===== config.mk =====
export PLATFORM = sky130hd
export DESIGN_NAME = rx_frame_sync
export DESIGN_NICKNAME = d
export VERILOG_FILES = /design/src/rtl/rx_frame_sync.sv
export SDC_FILE = /design/constraint.sdc
export NUM_CORES = 1
export LEC_CHECK = 0
export CAP_MARGIN = 30
export CORE_MARGIN = 3
export CORE_UTILIZATION = 51
export DETAILED_ROUTE_END_ITERATION = 6
export GPL_TIMING_DRIVEN = 0
export PLACE_DENSITY = 0.74
export SLEW_MARGIN = 30
export SYNTH_ARGS = -nofsm -noshare
export SYNTH_HDL_FRONTEND = slang
export SYNTH_SLANG_ARGS = --single-unit

===== constraint.sdc =====
create_clock -name clk -period 2.2 [get_ports clk]
set_input_delay 0.66 -clock clk [delete_from_list [all_inputs] [get_ports clk]]
set_output_delay 0.66 -clock clk [all_outputs]
set_load 0.005 [all_outputs]

===== src/rtl/rx_frame_sync.sv =====
// rx_frame_sync
//   Hunts for the 802.15.4 preamble (a run of zero bits) and the SFD in the
//   recovered serial bit stream. It then deserialises the PHR and PSDU, LSB
//   first, and writes whole bytes into the downstream RX FIFO.
//
// Ports
//   clk           system clock
//   reset_n       asynchronous active-low reset
//   cdr_lock      CDR locked; low forces a resync and drops any frame
//   bit_in        recovered bit, sampled only when bit_valid=1
//   bit_valid     one-cycle strobe per recovered bit
//   fifo_full     downstream FIFO full
//   byte_out      assembled byte (PHR first, then payload); holds the last value
//   byte_valid    one-cycle FIFO write strobe
//   frame_active  high while receiving the PHR or the payload
//   frame_len     PSDU length of the current or last accepted frame
//   sfd_detected  one-cycle pulse on an SFD match
//   frame_done    one-cycle pulse, coincident with the last payload byte_valid
//   frame_err     one-cycle pulse on a frame abort
module rx_frame_sync #(
  parameter int          PREAMBLE_MIN = 8,
  parameter logic [7:0]  SFD          = 8'hA7,
  parameter int          MAX_LEN      = 127,
  parameter int          BIT_TIMEOUT  = 1023
) (
  input  logic       clk,
  input  logic       reset_n,
  input  logic       cdr_lock,
  input  logic       bit_in,
  input  logic       bit_valid,
  input  logic       fifo_full,
  output logic [7:0] byte_out,
  output logic       byte_valid,
  output logic       frame_active,
  output logic [6:0] frame_len,
  output logic       sfd_detected,
  output logic       frame_done,
  output logic       frame_err
);

  localparam int              ZW        = $clog2(PREAMBLE_MIN + 1);
  localparam int              IW        = $clog2(BIT_TIMEOUT + 1);
  localparam logic [ZW-1:0]   ZERO_MAX  = ZW'(PREAMBLE_MIN);
  localparam logic [IW-1:0]   IDLE_MAX  = IW'(BIT_TIMEOUT);
  localparam logic [IW-1:0]   IDLE_ONE  = IW'(1);
  localparam logic [7:0]      MAX_LEN_W = 8'(MAX_LEN);

  // Bit 1 of the encoding is the "inside a frame" flag, so frame_active is
  // a direct register bit rather than a decode.
  typedef enum logic [1:0] {
    ST_HUNT    = 2'b00,
    ST_SFD     = 2'b01,
    ST_PHR     = 2'b10,
    ST_PAYLOAD = 2'b11
  } state_t;

  state_t          r_state;
  // Only bits [7:1] of the shift register are ever read again, so bit 0 is
  // not stored: r_sh holds sh[7:1].
  logic [6:0]      r_sh;
  logic [2:0]      r_bit_cnt;
  logic [ZW-1:0]   r_zero_cnt;
  logic            r_capture;
  logic [6:0]      r_byte_cnt;
  logic [IW-1:0]   r_idle_cnt;
  logic [7:0]      r_byte_out;
  logic            r_byte_valid;
  logic [6:0]      r_frame_len;
  logic            r_sfd_detected;
  logic            r_frame_done;
  logic            r_frame_err;

  logic [7:0]      w_byte;
  logic            w_byte_done;
  logic            w_in_frame;
  logic [6:0]      w_len;
  logic            w_len_ok;
  logic [ZW-1:0]   w_zero_inc;
  logic [6:0]      w_byte_cnt_nxt;

  // Saturating increment of the preamble zero counter.
  function automatic logic [ZW-1:0] zero_sat_inc(input logic [ZW-1:0] cnt);
    if (cnt >= ZERO_MAX) begin
      return cnt;
    end else begin
      return cnt + ZW'(1);
    end
  endfunction

  assign w_byte         = {bit_in, r_sh};
  assign w_byte_done    = (r_bit_cnt == 3'd7);
  assign w_in_frame     = r_state[1];
  assign w_len          = w_byte[6:0];
  assign w_len_ok       = (w_len != 7'd0) && ({1'b0, w_len} <= MAX_LEN_W);
  assign w_zero_inc     = zero_sat_inc(r_zero_cnt);
  assign w_byte_cnt_nxt = r_byte_cnt + 7'd1;

  // Frame sync state machine with all outputs registered.
  always_ff @(posedge clk or negedge reset_n) begin
    if (!reset_n) begin
      r_state        <= ST_HUNT;
      r_sh           <= 7'd0;
      r_bit_cnt      <= 3'd0;
      r_zero_cnt     <= '0;
      r_capture      <= 1'b0;
      r_byte_cnt     <= 7'd0;
      r_idle_cnt     <= '0;
      r_byte_out     <= 8'd0;
      r_byte_valid   <= 1'b0;
      r_frame_len    <= 7'd0;
      r_sfd_detected <= 1'b0;
      r_frame_done   <= 1'b0;
      r_frame_err    <= 1'b0;
    end else begin
      r_byte_valid   <= 1'b0;
      r_sfd_detected <= 1'b0;
      r_frame_done   <= 1'b0;
      r_frame_err    <= 1'b0;

      if (!cdr_lock) begin
        // Loss of lock: drop everything. This is an error only if a frame was in progress.
        r_frame_err <= w_in_frame;
        r_state     <= ST_HUNT;
        r_bit_cnt   <= 3'd0;
        r_zero_cnt  <= '0;
        r_capture   <= 1'b0;
        r_byte_cnt  <= 7'd0;
        r_idle_cnt  <= '0;
      end else if (bit_valid) begin
        // A bit arriving in the timeout cycle cancels the timeout.
        r_idle_cnt <= '0;
        case (r_state)
          ST_HUNT: begin
            if (bit_in) begin
              r_zero_cnt <= '0;
            end else begin
              r_zero_cnt <= w_zero_inc;
              if (w_zero_inc >= ZERO_MAX) begin
                r_state   <= ST_SFD;
                r_capture <= 1'b0;
                r_bit_cnt <= 3'd0;
              end else begin
                r_state <= ST_HUNT;
              end
            end
          end
          ST_SFD: begin
            if (!r_capture) begin
              // Zeros here are still preamble. The first 1 is bit 0 of the SFD.
              if (bit_in) begin
                r_capture <= 1'b1;
                r_sh      <= w_byte[7:1];
                r_bit_cnt <= 3'd1;
              end else begin
                r_capture <= 1'b0;
              end
            end else begin
              r_sh      <= w_byte[7:1];
              r_bit_cnt <= r_bit_cnt + 3'd1;
              if (w_byte_done) begin
                r_capture <= 1'b0;
                if (w_byte == SFD) begin
                  r_sfd_detected <= 1'b1;
                  r_state        <= ST_PHR;
                end else begin
                  r_state    <= ST_HUNT;
                  r_zero_cnt <= '0;
                end
              end else begin
                r_capture <= 1'b1;
              end
            end
          end
          ST_PHR: begin
            r_sh      <= w_byte[7:1];
            r_bit_cnt <= r_bit_cnt + 3'd1;
            if (w_byte_done) begin
              if (!w_len_ok || fifo_full) begin
                r_frame_err <= 1'b1;
                r_state     <= ST_HUNT;
                r_zero_cnt  <= '0;
              end else begin
                r_frame_len  <= w_len;
                r_byte_out   <= w_byte;
                r_byte_valid <= 1'b1;
                r_byte_cnt   <= 7'd0;
                r_state      <= ST_PAYLOAD;
              end
            end else begin
              r_state <= ST_PHR;
            end
          end
          ST_PAYLOAD: begin
            r_sh      <= w_byte[7:1];
            r_bit_cnt <= r_bit_cnt + 3'd1;
            if (w_byte_done) begin
              if (fifo_full) begin
                // Overflow: the byte is lost, so the whole frame is abandoned.
                r_frame_err <= 1'b1;
                r_state     <= ST_HUNT;
                r_zero_cnt  <= '0;
                r_byte_cnt  <= 7'd0;
              end else begin
                r_byte_out   <= w_byte;
                r_byte_valid <= 1'b1;
                r_byte_cnt   <= w_byte_cnt_nxt;
                if (w_byte_cnt_nxt == r_frame_len) begin
                  r_frame_done <= 1'b1;
                  r_state      <= ST_HUNT;
                  r_zero_cnt   <= '0;
                  r_byte_cnt   <= 7'd0;
                end else begin
                  r_state <= ST_PAYLOAD;
                end
              end
            end else begin
              r_state <= ST_PAYLOAD;
            end
          end
          default: begin
            r_state <= ST_HUNT;
          end
        endcase
      end else if (w_in_frame) begin
        if (r_idle_cnt == IDLE_MAX) begin
          r_frame_err <= 1'b1;
          r_state     <= ST_HUNT;
          r_bit_cnt   <= 3'd0;
          r_zero_cnt  <= '0;
          r_byte_cnt  <= 7'd0;
          r_idle_cnt  <= '0;
        end else begin
          r_idle_cnt <= r_idle_cnt + IDLE_ONE;
        end
      end else begin
        r_idle_cnt <= '0;
      end
    end
  end

  assign byte_out     = r_byte_out;
  assign byte_valid   = r_byte_valid;
  assign frame_active = r_state[1];
  assign frame_len    = r_frame_len;
  assign sfd_detected = r_sfd_detected;
  assign frame_done   = r_frame_done;
  assign frame_err    = r_frame_err;

endmodule

==> results.md <==
- Status: finished, final reports clean
- Hpwl dp: between 3 and 4 mm
- # IOs: 26
- Avg Inst Size Synth: 10.3 um^2
- Die Wd: 79.7 um
- GR Layer Usage met3: under 10%
- Global-route wire length before repair: 9.84 mm
- CTS sink count: between 50 and 60
- Post-Route Utilization: approximately two thirds
- Number of port buffers: 24
- Final Hold Viols: 0
- Critical Path Start Type: input port
- Non-Filler Instances: 383
- Layout fillers: 405
- Maximum fanout along the worst path: 8
- Initial antenna violation count: 0
- DR iter-0 viols: 134
- Final Total Pwr: 1.65 mW
- Pwr Density: 474 nW/um^2
- Max_cap viols: 0
- Most frequent cells in the layout: 49 x dfrtp_1, 23 x nor2_1, 22 x nand2_1, 21 x mux2_2, 21 x clkdlybuf4s50_1
- DR vias: 2,239
- Final setup vio count: 0
- RSZ-0062 raised after global routing: true
- Antenna Nets Post-Route: 0
- Htree depth: 2
- FF+latch count, synth: 53
- Netlist cell types: 53
- Dpl cells: roughly 360
- Vias in the first global route: 2,064
- Die Area: 6360 um^2
- Worst-margin pin slew: 463 ps
- Syn Inst Count: 268
- Top FF cell, synth: dfrtp_1
- Met1 GRT Util: 28.1%
- Synth top area cells: dfrtp_1 48%, mux2_2 8.5%, nor2_1 3.4%, xnor2_1 3.2%, nand2_1 3.0%
- CTS tree: done
- Max rail drop VDD: 382 uV
- Slowest cell on crit path: clkdlybuf4s50_1
- Worst EP arrival: roughly 2400 ps
- Rel. slew slack: between 60% and 70%
- Skew final: 10.8 ps
- Worst min path class: in -> async
- Final wirelength: 5.80 mm
- Layout net count: 324
- GR Layer Usage met2: 30.2%
- Ys Warns: 0
- Mapped Nets: between 200 and 300
- Drt pass-1 iters: 4
- Via-to-Cell Ratio: 5.85
- Critical-path cell list: clkdlybuf4s50_1 > nand2b_4 > or2_2 > nor2_2 > o31ai_4 > buf_12 > nor2_4 > mux2_2
- Sequential-to-total area share from yosys stat: between 40% and 50%
- Core area: 5170 um^2
- Max Root-Sink Buffers: 2
- Share of layout cells above drive strength 1: 27.5%
- Clock transition at the registers of the reported paths: roughly 110 ps
- Largest stage delay, worst path: between 400 and 500 ps
- Yosys top cell by area: dfrtp_1
- EDFF count, synth: 0
- Top cell type's share of synthesized area: 47.8%
- Tmin final: 2150 ps
- Final Max Tran Viols: 0
- Die height: 79.7 um
- # diodes: 0
- Clk root buf: clkbuf_8
- Kind of end point of the critical path: flip-flop
- Critical path class: in -> reg
- Tot GR Track Use: 19.6%
- Remaining global-route overflow: 0
- Commonest non-fill, non-tap cell in the layout: dfrtp_1
- Post-CTS Hold Fix Bufs: 0
- Clk_lat worst skew: 320 ps
- Largest net degree at the start of global routing: between 40 and 50
- Synth async-reset ratio: between 90% and 100%
- Area delta synth->final: 25.2%
- Drt wl/cell: 15.1 um
- Hold Slack: between 150 and 200 ps
- Final setup TNS: 0 ps
- Grt peak-use layer: met2
- Crit share post-route: between 90% and 100%
- Initial Utilization: 53.6%
- Req. time, crit path: 2450 ps
- # DRC: 0
- FMAX: 466 MHz
- Cell Area, Synth: 2770 um^2
- Lkg Pwr: 1.48 nW
- Std-Cell Rows: 26
- Num CTS Buffers: 5
- RePlAce Congestion: 0.952
cell type report:
type / instances / area (um^2) / share of cell area, %
Tap cell: 70 / 87.6 / 2.52
Inverter: 7 / 26.3 / 0.757
Sequential cell: 53 / 1330 / 38.4
Timing Repair Buffer: 40 / 397 / 11.4
Clock buffer: 5 / 68.8 / 1.98
Multi-Input combinational cell: 200 / 1510 / 43.4
Clock inverter: 3 / 26.3 / 0.757
Buffer: 5 / 26.3 / 0.757
worst max-delay path, delay by kind of cell:
family	cells	cell delay (ps)
and+or+nand+nor	4	830
buffers and inverters	2	630
muxes	1	180
AOI/OAI and AO/OA	1	100
Yosys cell counts, drive strengths merged (2+ instances only):
cell type and number:
dfrtp 53, nor2 26, mux2 22, nand2 22
o21ai 15, nand3 11, a21oi 10, xnor2 10
a22o 9, clkbuf 8, inv 7, nor3 7
a31oi 6, and3 6, ha 6, nor2b 5
nand2b 4, or2 4, xor2 4, a21o 3
nor4 3, or3 3, or4 3, nand4 2
o31ai 2
logic make-up after synthesis:
group | share of synthesized area [%]
AO/OA/AOI/OAI | 14.3
XOR/XNOR | 4.42
adder cells (fa/ha/maj) | 2.71
buffers and inverters | 2.08
flip-flops | 47.8
multiplexers | 9.07
AND/OR/NAND/NOR | 19.6
registers in the layout, summed over array words and instances (netlist names):
name          flops
frame_err         1
r_idle_cnt       10
r_byte_cnt        7
r_capture         1
sfd_detected      1
r_sh              7
r_bit_cnt         3
frame_done        1
byte_out          8
frame_len         7
r_state           2
r_zero_cnt        4
byte_valid        1
repair_timing:
action,4_1_cts,5_1_grt
setup endpoints to repair,32,30
gates resized for setup,14,18
setup buffers,11,4
pin swaps,5,7
metal layers:
metal  vias to the layer above  wire (um)
met5                         -          0
met3                         9        256
met2                        52       2730
met1                      1116       2740
li1                       1062          -
met4                         0         65
report_power, final:
part	switching, mW	total (mW)	internal (mW)
Combinational	0.0563	0.0888	0.0325
Clock	0.343	0.576	0.233
Sequential	0.00448	0.981	0.976
Total	0.404	1.65	1.24
metrics by stage:
step           cell area, um^2  setup WS (ps)
2_1_floorplan             2790           1.07
3_3_place_gp              3110          -1130
3_5_place_dp              3130           -717
4_1_cts                   3370          0.386
5_1_grt                   3470          -12.8
6_report                  3470           52.0
path summary, 6_finish.rpt:
check	startpoint	depth (start not counted)	end	slack, ps
worst min-delay path	reset_n	1	r_byte_cnt[5]$_DFFE_PN0P_	160
worst min register to register	byte_out[4]$_DFFE_PN0P_	1	byte_out[4]$_DFFE_PN0P_	520
max in group asynchronous	reset_n	2	frame_len[3]$_DFFE_PN0P_	1580
min in group clk	byte_out[4]$_DFFE_PN0P_	1	byte_out[4]$_DFFE_PN0P_	520
worst max register to register	frame_len[6]$_DFFE_PN0P_	6	r_state[1]$_DFFE_PN0P_	80
worst max-delay path	fifo_full	8	r_byte_cnt[0]$_DFFE_PN0P_	50
No activity file was read; power rests on OpenSTA's default activity.
